## src/rtl/cpu_pkg.sv

```systemverilog
// rtl/cpu_pkg.sv - opcode map, ALU constant, sequencer state and opcode classes for the control unit
package cpu_pkg;

    localparam logic [4:0] OP_LD   = 5'b00000;
    localparam logic [4:0] OP_LDI  = 5'b00001;
    localparam logic [4:0] OP_ST   = 5'b00010;
    localparam logic [4:0] OP_ADD  = 5'b00011;
    localparam logic [4:0] OP_SUB  = 5'b00100;
    localparam logic [4:0] OP_AND  = 5'b00101;
    localparam logic [4:0] OP_OR   = 5'b00110;
    localparam logic [4:0] OP_SHR  = 5'b00111;
    localparam logic [4:0] OP_SHRA = 5'b01000;
    localparam logic [4:0] OP_SHL  = 5'b01001;
    localparam logic [4:0] OP_ROR  = 5'b01010;
    localparam logic [4:0] OP_ROL  = 5'b01011;
    localparam logic [4:0] OP_ADDI = 5'b01100;
    localparam logic [4:0] OP_ANDI = 5'b01101;
    localparam logic [4:0] OP_ORI  = 5'b01110;
    localparam logic [4:0] OP_MUL  = 5'b01111;
    localparam logic [4:0] OP_DIV  = 5'b10000;
    localparam logic [4:0] OP_NEG  = 5'b10001;
    localparam logic [4:0] OP_NOT  = 5'b10010;
    localparam logic [4:0] OP_BR   = 5'b10011;
    localparam logic [4:0] OP_JR   = 5'b10100;
    localparam logic [4:0] OP_JAL  = 5'b10101;
    localparam logic [4:0] OP_IN   = 5'b10110;
    localparam logic [4:0] OP_OUT  = 5'b10111;
    localparam logic [4:0] OP_MFHI = 5'b11000;
    localparam logic [4:0] OP_MFLO = 5'b11001;
    localparam logic [4:0] OP_NOP  = 5'b11010;
    localparam logic [4:0] OP_HALT = 5'b11011;

    localparam logic [4:0] ALU_ADD = 5'b00011;

    typedef enum logic [3:0] {
        S_IDLE, S_T0, S_T1, S_T2, S_T3, S_T4, S_T5, S_T6, S_T7, S_HALT
    } state_e;

    typedef enum logic [3:0] {
        C_RFMT, C_IMM, C_LD, C_LDI, C_ST, C_MULDIV, C_UNARY, C_BR,
        C_JR, C_JAL, C_IN, C_OUT, C_MFHI, C_MFLO, C_NONE, C_HALT
    } class_e;

    // Group an opcode into the execute sequence it follows; anything unlisted behaves as nop.
    function automatic class_e op_class(input logic [4:0] op);
        class_e c;
        c = C_NONE;
        if (op == OP_LD)         c = C_LD;
        else if (op == OP_LDI)   c = C_LDI;
        else if (op == OP_ST)    c = C_ST;
        else if (op <= OP_ROL)   c = C_RFMT;
        else if (op <= OP_ORI)   c = C_IMM;
        else if (op <= OP_DIV)   c = C_MULDIV;
        else if (op <= OP_NOT)   c = C_UNARY;
        else if (op == OP_BR)    c = C_BR;
        else if (op == OP_JR)    c = C_JR;
        else if (op == OP_JAL)   c = C_JAL;
        else if (op == OP_IN)    c = C_IN;
        else if (op == OP_OUT)   c = C_OUT;
        else if (op == OP_MFHI)  c = C_MFHI;
        else if (op == OP_MFLO)  c = C_MFLO;
        else if (op == OP_HALT)  c = C_HALT;
        return c;
    endfunction

    // Index (3..7) of the final execute step for a class; after it the sequencer refetches.
    function automatic logic [2:0] last_step(input class_e c);
        logic [2:0] s;
        case (c)
            C_RFMT, C_IMM, C_LDI: s = 3'd5;
            C_LD, C_ST:           s = 3'd7;
            C_MULDIV, C_BR:       s = 3'd6;
            C_UNARY, C_JAL:       s = 3'd4;
            default:              s = 3'd3;
        endcase
        return s;
    endfunction

endpackage

```

## src/rtl/control_unit.sv

```systemverilog
// rtl/control_unit.sv - multi-cycle fetch/execute sequencer; CU_MEMWAIT_EN adds MemReady stalls on memory steps
module control_unit
    import cpu_pkg::*;
(
    input  logic       Clock,
    input  logic       Clear,
    input  logic [4:0] Opcode,
    input  logic       CON,
    input  logic       Stop,
    input  logic       MemReady,
    output logic       Run,
    output logic       PCout,
    output logic       Zlowout,
    output logic       Zhighout,
    output logic       MDRout,
    output logic       HIout,
    output logic       LOout,
    output logic       InPortout,
    output logic       Cout,
    output logic       BAout,
    output logic       PCin,
    output logic       IRin,
    output logic       MARin,
    output logic       MDRin,
    output logic       Yin,
    output logic       Zin,
    output logic       HIin,
    output logic       LOin,
    output logic       OutPortin,
    output logic       CONin,
    output logic       Gra,
    output logic       Grb,
    output logic       Grc,
    output logic       Rin,
    output logic       Rout,
    output logic       IncPC,
    output logic       Read,
    output logic       Write,
    output logic [4:0] ALUop
);

    state_e     state_q, state_d;
    logic [4:0] opcode_q;
    class_e     cls_cur;
    class_e     cls_in;
    logic [2:0] last_w;
    logic       mem_wait;

    // Execute steps follow the latched opcode; the T2 branch decision uses the value being latched.
    assign cls_cur = op_class(opcode_q);
    assign cls_in  = op_class(Opcode);
    assign last_w  = last_step(cls_cur);

`ifdef CU_MEMWAIT_EN
    assign mem_wait = (Read | Write) & ~MemReady;
`else
    assign mem_wait = 1'b0;
    logic unused_memready;
    assign unused_memready = MemReady;
`endif

    // State and latched opcode; Clear wins over everything, including HALT and pending memory waits.
    always_ff @(posedge Clock) begin
        if (Clear) begin
            state_q  <= S_IDLE;
            opcode_q <= '0;
        end else begin
            state_q <= state_d;
            if (state_q == S_T2) begin
                opcode_q <= Opcode;
            end
        end
    end

    // Step sequencing: fetch, opcode-dependent execute length, Stop checked only in T0, memory stalls.
    always_comb begin
        state_d = state_q;
        case (state_q)
            S_IDLE: state_d = S_T0;
            S_T0:   state_d = Stop ? S_HALT : S_T1;
            S_T1:   state_d = S_T2;
            S_T2: begin
                case (cls_in)
                    C_NONE:  state_d = S_T0;
                    C_HALT:  state_d = S_HALT;
                    default: state_d = S_T3;
                endcase
            end
            S_T3:   state_d = (last_w == 3'd3) ? S_T0 : S_T4;
            S_T4:   state_d = (last_w == 3'd4) ? S_T0 : S_T5;
            S_T5:   state_d = (last_w == 3'd5) ? S_T0 : S_T6;
            S_T6:   state_d = (last_w == 3'd6) ? S_T0 : S_T7;
            S_T7:   state_d = S_T0;
            S_HALT: state_d = S_HALT;
            default: state_d = S_IDLE;
        endcase
        if (mem_wait) begin
            state_d = state_q;
        end
    end

    // Moore strobe decode from step and latched opcode class; br T6 additionally gates on CON.
    always_comb begin
        PCout = 1'b0; Zlowout = 1'b0; Zhighout = 1'b0; MDRout = 1'b0; HIout = 1'b0;
        LOout = 1'b0; InPortout = 1'b0; Cout = 1'b0; BAout = 1'b0;
        PCin = 1'b0; IRin = 1'b0; MARin = 1'b0; MDRin = 1'b0; Yin = 1'b0; Zin = 1'b0;
        HIin = 1'b0; LOin = 1'b0; OutPortin = 1'b0; CONin = 1'b0;
        Gra = 1'b0; Grb = 1'b0; Grc = 1'b0; Rin = 1'b0; Rout = 1'b0;
        IncPC = 1'b0; Read = 1'b0; Write = 1'b0;
        ALUop = 5'b00000;
        Run = (state_q != S_HALT);
        case (state_q)
            S_T0: begin PCout = 1'b1; MARin = 1'b1; IncPC = 1'b1; Zin = 1'b1; end
            S_T1: begin Zlowout = 1'b1; PCin = 1'b1; Read = 1'b1; MDRin = 1'b1; end
            S_T2: begin MDRout = 1'b1; IRin = 1'b1; end
            S_T3: begin
                case (cls_cur)
                    C_RFMT, C_IMM:     begin Grb = 1'b1; Rout = 1'b1; Yin = 1'b1; end
                    C_LD, C_LDI, C_ST: begin Grb = 1'b1; BAout = 1'b1; Yin = 1'b1; end
                    C_MULDIV:          begin Gra = 1'b1; Rout = 1'b1; Yin = 1'b1; end
                    C_UNARY:           begin Grb = 1'b1; Rout = 1'b1; Zin = 1'b1; ALUop = opcode_q; end
                    C_BR:              begin Gra = 1'b1; Rout = 1'b1; CONin = 1'b1; end
                    C_JR:              begin Gra = 1'b1; Rout = 1'b1; PCin = 1'b1; end
                    C_JAL:             begin PCout = 1'b1; Grb = 1'b1; Rin = 1'b1; end
                    C_IN:              begin InPortout = 1'b1; Gra = 1'b1; Rin = 1'b1; end
                    C_OUT:             begin Gra = 1'b1; Rout = 1'b1; OutPortin = 1'b1; end
                    C_MFHI:            begin HIout = 1'b1; Gra = 1'b1; Rin = 1'b1; end
                    C_MFLO:            begin LOout = 1'b1; Gra = 1'b1; Rin = 1'b1; end
                    default: ;
                endcase
            end
            S_T4: begin
                case (cls_cur)
                    C_RFMT:            begin Grc = 1'b1; Rout = 1'b1; Zin = 1'b1; ALUop = opcode_q; end
                    C_IMM:             begin Cout = 1'b1; Zin = 1'b1; ALUop = opcode_q; end
                    C_LD, C_LDI, C_ST: begin Cout = 1'b1; Zin = 1'b1; ALUop = ALU_ADD; end
                    C_MULDIV:          begin Grb = 1'b1; Rout = 1'b1; Zin = 1'b1; ALUop = opcode_q; end
                    C_UNARY:           begin Zlowout = 1'b1; Gra = 1'b1; Rin = 1'b1; end
                    C_BR:              begin PCout = 1'b1; Yin = 1'b1; end
                    C_JAL:             begin Gra = 1'b1; Rout = 1'b1; PCin = 1'b1; end
                    default: ;
                endcase
            end
            S_T5: begin
                case (cls_cur)
                    C_RFMT, C_IMM, C_LDI: begin Zlowout = 1'b1; Gra = 1'b1; Rin = 1'b1; end
                    C_LD, C_ST:           begin Zlowout = 1'b1; MARin = 1'b1; end
                    C_MULDIV:             begin Zlowout = 1'b1; LOin = 1'b1; end
                    C_BR:                 begin Cout = 1'b1; Zin = 1'b1; ALUop = ALU_ADD; end
                    default: ;
                endcase
            end
            S_T6: begin
                case (cls_cur)
                    C_LD:     begin Read = 1'b1; MDRin = 1'b1; end
                    C_ST:     begin Gra = 1'b1; Rout = 1'b1; MDRin = 1'b1; end
                    C_MULDIV: begin Zhighout = 1'b1; HIin = 1'b1; end
                    C_BR:     begin Zlowout = CON; PCin = CON; end
                    default: ;
                endcase
            end
            S_T7: begin
                case (cls_cur)
                    C_LD:    begin MDRout = 1'b1; Gra = 1'b1; Rin = 1'b1; end
                    C_ST:    begin Write = 1'b1; end
                    default: ;
                endcase
            end
            default: ;
        endcase
    end

endmodule

```

## config.mk

```make
export PLATFORM = sky130hd
export DESIGN_NAME = control_unit
export DESIGN_NICKNAME = d
export VERILOG_FILES = /design/src/rtl/cpu_pkg.sv /design/src/rtl/control_unit.sv
export SDC_FILE = /design/constraint.sdc
export NUM_CORES = 1
export LEC_CHECK = 0
export CAP_MARGIN = 20
export CORE_ASPECT_RATIO = 1.1
export CORE_UTILIZATION = 37
export CTS_CLUSTER_SIZE = 20
export DETAILED_ROUTE_END_ITERATION = 8
export PLACE_DENSITY = 0.69
export SYNTH_ARGS = -nofsm -noshare
export SYNTH_HDL_FRONTEND = slang
export SYNTH_SLANG_ARGS = --single-unit
```

## constraint.sdc

```tcl
create_clock -name Clock -period 1.7 [get_ports Clock]
set_input_delay 0.255 -clock Clock [delete_from_list [all_inputs] [get_ports Clock]]
set_output_delay 0.255 -clock Clock [all_outputs]
set_load 0.01 [all_outputs]
```

### After elaboration in Yosys (flattened, before gate mapping)

Memory sizes are Yosys's and may differ from the RTL's.
Cells that the tools add are included.

| cells by class | value |
|---|---|
| bitwise gates (word level) | 0 |
| multiply operators | 0 |
| order comparisons | 8 |
| $add $sub $neg | 0 |
| reduce and logical (&&, ||, !) cells | 17 |
| shift-type cells | 0 |
| equality and inequality tests | 49 |
| div/mod/pow operators | 0 |
| multiplexer cells | 91 |

Operators by type and width:

| cell | number |
|---|---|
| $eq A5 B5 Y1 const B | 16 |
| $mux W4 | 18 |
| $eq A4 B4 Y1 const B | 10 |
| $mux W1 | 38 |
| $pmux W4 S9 | 1 |
| $mux W3 | 11 |
| $eq A4 B3 Y1 const B | 8 |
| $reduce_or A7 Y1 | 3 |
| $le A5 B4 Y1 const B | 4 |
| $le A5 B5 Y1 const B | 4 |
| $eq A4 B2 Y1 const B | 4 |
| $pmux W1 S4 | 4 |
| $pmux W5 S3 | 1 |
| $pmux W1 S2 | 7 |
| $reduce_or A3 Y1 | 4 |
| $eq A5 B1 Y1 const B | 2 |
| $eq A5 B2 Y1 const B | 2 |
| $logic_not A5 Y1 | 2 |
| $mux W2 | 5 |
| $pmux W5 S2 | 1 |
| $eq A3 B3 Y1 const B | 3 |
| $eq A4 B1 Y1 const B | 2 |
| $logic_not A4 Y1 | 2 |
| $pmux W4 S2 | 1 |
| other kinds (8) | 12 |

| storage, ports and cells | value |
|---|---|
| flip-flop bits (word level) | 9 |
| memories kept | 1 |
| memory bits (writable) | 0 |
| memory bits (read-only) | 48 |
| word-level logic and storage cells | 168 |
| output and inout bits | 33 |
| input port bits | 10 |
| latch bits | 0 |

Memory list:

| memory | depth | bits a word | rd ports | clocked after Yosys merged registers in | write ports | line | text |
|---|---|---|---|---|---|---|---|
| (no name shown) | 16 | 3 | 1 | 0 | 0 | cpu_pkg.sv:69 | `case (c)` |

### Depth between registers and ports, before layout

| depth | value |
|---|---|
| depth after elaboration | 20 |
| mapped depth | 7 |
| depth with buffers taken out | 4 |

### Worst setup path before layout

Ideal clock, no wire load.

| timing | value |
|---|---|
| kind | register -> output |
| start point | register opcode_q[2] |
| end point | output Zhighout |
| data arrival time | 1424 ps |
| slack | 21 ps |
| stages on the path, launching flop included | 8 |
| required time | 1445 ps |
| path buffers | 3 |
| path through | dfxtp_1 buf_2 buf_2 nand3_1 nor3_1 a31oi_1 nor2_1 buf_4 |

| between the ends | value |
|---|---|
| longest elaborated chain between the ends | 19 |
| elaborated cells between the ends (all ways) | 33 |
| those cells by class | order compare: 4; eq/ne: 11; mux: 17; reduce/logical: 1 |

Ends and longest elaborated chain:

| element | line | text |
|---|---|---|
| start, declared | control_unit.sv:43 | `logic [4:0] opcode_q;` |
| start signal, assigned | control_unit.sv:70 | `opcode_q <= Opcode;` |
| $eq A5 B5 Y1 | cpu_pkg.sv:62 | `else if (op == OP_HALT) c = C_HALT;` |
| $mux W1 | cpu_pkg.sv:62 |  |
| $mux W2 | cpu_pkg.sv:61 | `else if (op == OP_MFLO) c = C_MFLO;` |
| $mux W2 | cpu_pkg.sv:60 | `else if (op == OP_MFHI) c = C_MFHI;` |
| $mux W3 | cpu_pkg.sv:59 | `else if (op == OP_OUT) c = C_OUT;` |
| $mux W3 | cpu_pkg.sv:58 | `else if (op == OP_IN) c = C_IN;` |
| $mux W3 | cpu_pkg.sv:57 | `else if (op == OP_JAL) c = C_JAL;` |
| $mux W3 | cpu_pkg.sv:56 | `else if (op == OP_JR) c = C_JR;` |
| (+2 left out) | - |  |
| $mux W4 | cpu_pkg.sv:53 | `else if (op <= OP_DIV) c = C_MULDIV;` |
| $mux W4 | cpu_pkg.sv:52 | `else if (op <= OP_ORI) c = C_IMM;` |
| $mux W4 | cpu_pkg.sv:51 | `else if (op <= OP_ROL) c = C_RFMT;` |
| $mux W4 | cpu_pkg.sv:50 | `else if (op == OP_ST) c = C_ST;` |
| $mux W4 | cpu_pkg.sv:49 | `else if (op == OP_LDI) c = C_LDI;` |
| $mux W4 (*) | cpu_pkg.sv:48 | `if (op == OP_LD) c = C_LD;` |
| $eq A4 B3 Y1 (*) | - |  |
| $mux W1 (*) (2 in a row) | - |  |
| end, declared | control_unit.sv:14 | `output logic Zhighout,` |

Mark *: on every way between the ends. The rest lies on a longest branch, timed or not.

### Final worst setup path

| timing | value |
|---|---|
| start point | register state_q[3] |
| end point | output HIout |

| between the ends | value |
|---|---|
| longest elaborated chain between the ends | 2 |

Ends and longest elaborated chain:

| element | line | text |
|---|---|---|
| start, declared | control_unit.sv:42 | `state_e state_q, state_d;` |
| start signal, assigned | control_unit.sv:68 | `state_q <= state_d;` |
| $eq A4 B3 Y1 | control_unit.sv:112 | `case (state_q)` |
| $mux W1 | control_unit.sv:112 |  |
| end, declared | control_unit.sv:16 | `output logic HIout,` |

Every way passes these cells.

==> results.py <==
metrics = {
    "cts": {
        "ctsRootBufferMaster": "clkbuf_4",
        "clock-sinks": 9,
        "cts_buffers": 3,
        "cts_hold_buf": 0,
        "clkTransAtPathRegs_ns": 0.06,
        "cts_buffer_depth": 2,
        "clock_latency_ns": 0.26,
        "htreeDepth": 1,
        "cts_tree": "done",
    },
    "hold_path": {
        "min_path_type": "reg -> reg",
        "hp-start": "opcode_q[1]$_SDFFE_PP0P_",
    },
    "place": {
        "dp.cells": 304,
        "placed_area_um2": 2070,
        "portBuffers": 41,
        "place_congestion": 0.947,
        "place_hpwl_um": 3560,
    },
    "cells_and_area": {
        "layout-area-overhead-vs-synth_pct": 111,
        "finalNonFillerCells": 343,
        "fin_area_um2": 2810,
        "fin_nets": 306,
        "drive_gt1_frac": 0.719,
        "antenna_cells": 0,
        "fillers": 187,
    },
    "setup_path": {
        "cp.arrival_ns": 1.94,
        "path_class": "reg -> out",
        "cp_cell_sequence": "nor4b_4, buf_4, nand2_2, or3_4, nor3_2, buf_2",
        "slowest_delay_ns": 0.44,
        "crit_required_ns": 1.44,
        "critPathCaptureType": "output port",
        "path_delay_family": "simple AND/OR/NAND/NOR gates",
        "path_buf_inv": 2,
        "start_kind": "flip-flop",
        "worst_path_max_delay_cell": "nor4b_4",
        "startpoint": "state_q[3]$_SDFF_PP0_",
        "r2r-start": "state_q[1]$_SDFF_PP0_",
        "path_max_fanout": 5,
    },
    "die": {
        "die_h_um": 64.9,
        "placeableCoreArea_um2": 3390,
        "rows": 22,
        "die_area_um2": 3840,
        "die_w_um": 59.2,
        "start_util": 0.393,
        "io_pins": 43,
    },
    "drt": {
        "ant_nets": 0,
        "dr.pass1.iters": 4,
        "routed_wl_um": 7420,
        "avgViaCountPerCell": 5.98,
        "drt_iter0_drc": 209,
        "drcViolationCount": 0,
        "wl_per_cell_um": 21.6,
        "vias": 2051,
    },
    "timing": {
        "hold_slack_ns": 0.595,
        "slew_headroom": 0.713,
        "max_freq_mhz": 455,
        "finalSetupViolCount": 31,
        "grt_setup_unrepaired": "true",
        "finalHoldViolations": 0,
        "layout_setup_ws_ns": -0.496,
        "min_period_over_period": 1.29,
        "worst_pin_slew_ns": 0.428,
        "fin_tns_setup_ns": -9.29,
        "drv_slew": 0,
        "fin_crit_ns": 2.20,
        "skew_ns": 0.00275,
    },
    "synth": {
        "yosys.area.top_type_share": 0.135,
        "synthTopCellsByArea": "dfxtp_1, nor2_1, buf_6, nor3_1, mux2i_1",
        "ys_async_sr_fraction": 0,
        "ys_ff_latch": 9,
        "synth_edf_count": 0,
        "syn_avg_cell_area_um2": 7.51,
        "yosysTopAreaCell": "dfxtp_1",
        "yosysWarnings": 0,
        "yosysSeqAreaShare": 0.135,
        "synth_area_um2": 1330,
        "syn_nets": 187,
        "syn_inst": 177,
        "synth_common_cells": "nor2_1, nor3_1, nand2_1, dfxtp_1, nand3_1",
        "synth-main-ff-cell": "dfxtp_1",
        "yosysMostFrequentCell": "nor2_1",
        "synth.distinct_cells": 58,
    },
    "global_routing": {
        "antenna_found_initial": 0,
        "grt_overflow_total": 0,
        "grt_util_all_layers": 0.357,
        "grt_pass1_vias": 2057,
        "grt_pass1_wl_um": 10200,
        "grt_max_degree": 10,
    },
    "status": {
        "failed_checks": "setup timing",
        "status": "finished, violations left",
    },
    "power": {
        "p_per_area_nw_per_um2": 479,
        "cellLeakagePower_uw": 0.00124,
        "peakVddDrop_mv": 0.377,
    },
    "flow_run": {
        "cap_violations": 0,
    },
}
==> cell usage in the layout (no fill, tap or decap), types with 3 or more instances in the layout <==
| master | count |
|---|---|
| a21oi_1 | 3 |
| a31oi_1 | 4 |
| and2_1 | 3 |
| and2_4 | 3 |
| buf_2 | 26 |
| buf_4 | 59 |
| buf_6 | 35 |
| buf_8 | 3 |
| clkbuf_4 | 3 |
| clkdlybuf4s50_1 | 8 |
| dfxtp_4 | 9 |
| mux2i_1 | 5 |
| nand2_1 | 8 |
| nand2_2 | 3 |
| nand2_4 | 3 |
| nand2b_4 | 4 |
| nand3_2 | 7 |
| nor2_1 | 12 |
| nor2_2 | 6 |
| nor2_4 | 3 |
| nor3_1 | 5 |
| nor3_2 | 3 |
| nor3_4 | 7 |
| o21a_1 | 3 |
| o21ai_0 | 4 |
| o21ai_1 | 3 |
| or3_4 | 3 |
| or3b_4 | 3 |
==> logic make-up (layout without fill, tap and decap cells) <==
kind of cell           count (synthesis)  in the layout  synth area share
AND/OR/NAND/NOR                       97             97             0.453
buffers and inverters                 21            139             0.119
multiplexers                           5              5            0.0376
flip-flops                             9              9             0.135
XOR/XNOR                               3              3            0.0198
AO/OA/AOI/OAI                         42             42             0.234
==> per-layer routing <==
metal,vias to the layer above,share of wire,track usage
met2,142,0.47,0.594
li1,886,-,-
met1,973,0.37,0.395
met3,50,0.080,0.0798
met5,-,0,0
met4,0,0.076,0.247
==> final cells by class <==
cell class | instances | area (um2) | share of cell area
Multi-Input combinational cell | 147 | 1400 | 0.497
Timing Repair Buffer | 131 | 1090 | 0.389
Sequential cell | 9 | 214 | 0.0761
Tap cell | 48 | 60.1 | 0.0214
Clock buffer | 4 | 26.3 | 0.00935
Inverter | 4 | 22.5 | 0.00801
==> registers in the layout, indices dropped and copies added, names as in the netlist <==
register	count
opcode_q	5
state_q	4
==> worst min-delay path, cell delays in order, from the launching register on <==
cell     delay (ns)
dfxtp_4        0.38
mux2i_1        0.13
nor2_1         0.05
==> where the power goes <==
group / internal [uW] / leakage, uW / switching, uW
combinational: 459 / 0.00115 / 441
sequential: 230 / 0.0000799 / 50.4
clock: 90.4 / 0.0000150 / 74.6
total: 780 / 0.00124 / 566
==> stage by stage <==
step | worst slack (ns) | total power, uW | util
final | -0.496 | 1350 | 0.830
after global routing | -0.532 | 1400 | 0.830
after CTS | -0.347 | 1200 | 0.784
after detailed placement | -0.512 | 835 | 0.611
after global placement | -0.488 | 827 | 0.611
after floorplan | 0.0214 | 574 | -
==> final timing paths <==
check | end | slack [ns] | depth (start not counted)
setup / recovery | HIout | -0.50 | 6
hold / removal | opcode_q[1]$_SDFFE_PP0P_ | 0.60 | 2
hold reg to reg | opcode_q[1]$_SDFFE_PP0P_ | 0.60 | 2
setup reg to reg | state_q[1]$_SDFF_PP0_ | 0.02 | 8
==> repair_timing <==
| action | in CTS | in global routing |
|---|---|---|
| pin swaps | 42 | 25 |
| endpoints found under the setup margin | 34 | 35 |
| resized for setup | 248 | 31 |
| hold endpoints to repair | 0 | 0 |
| setup buffers | 32 | 9 |
Note: power is estimated with default switching activity, not from simulation.
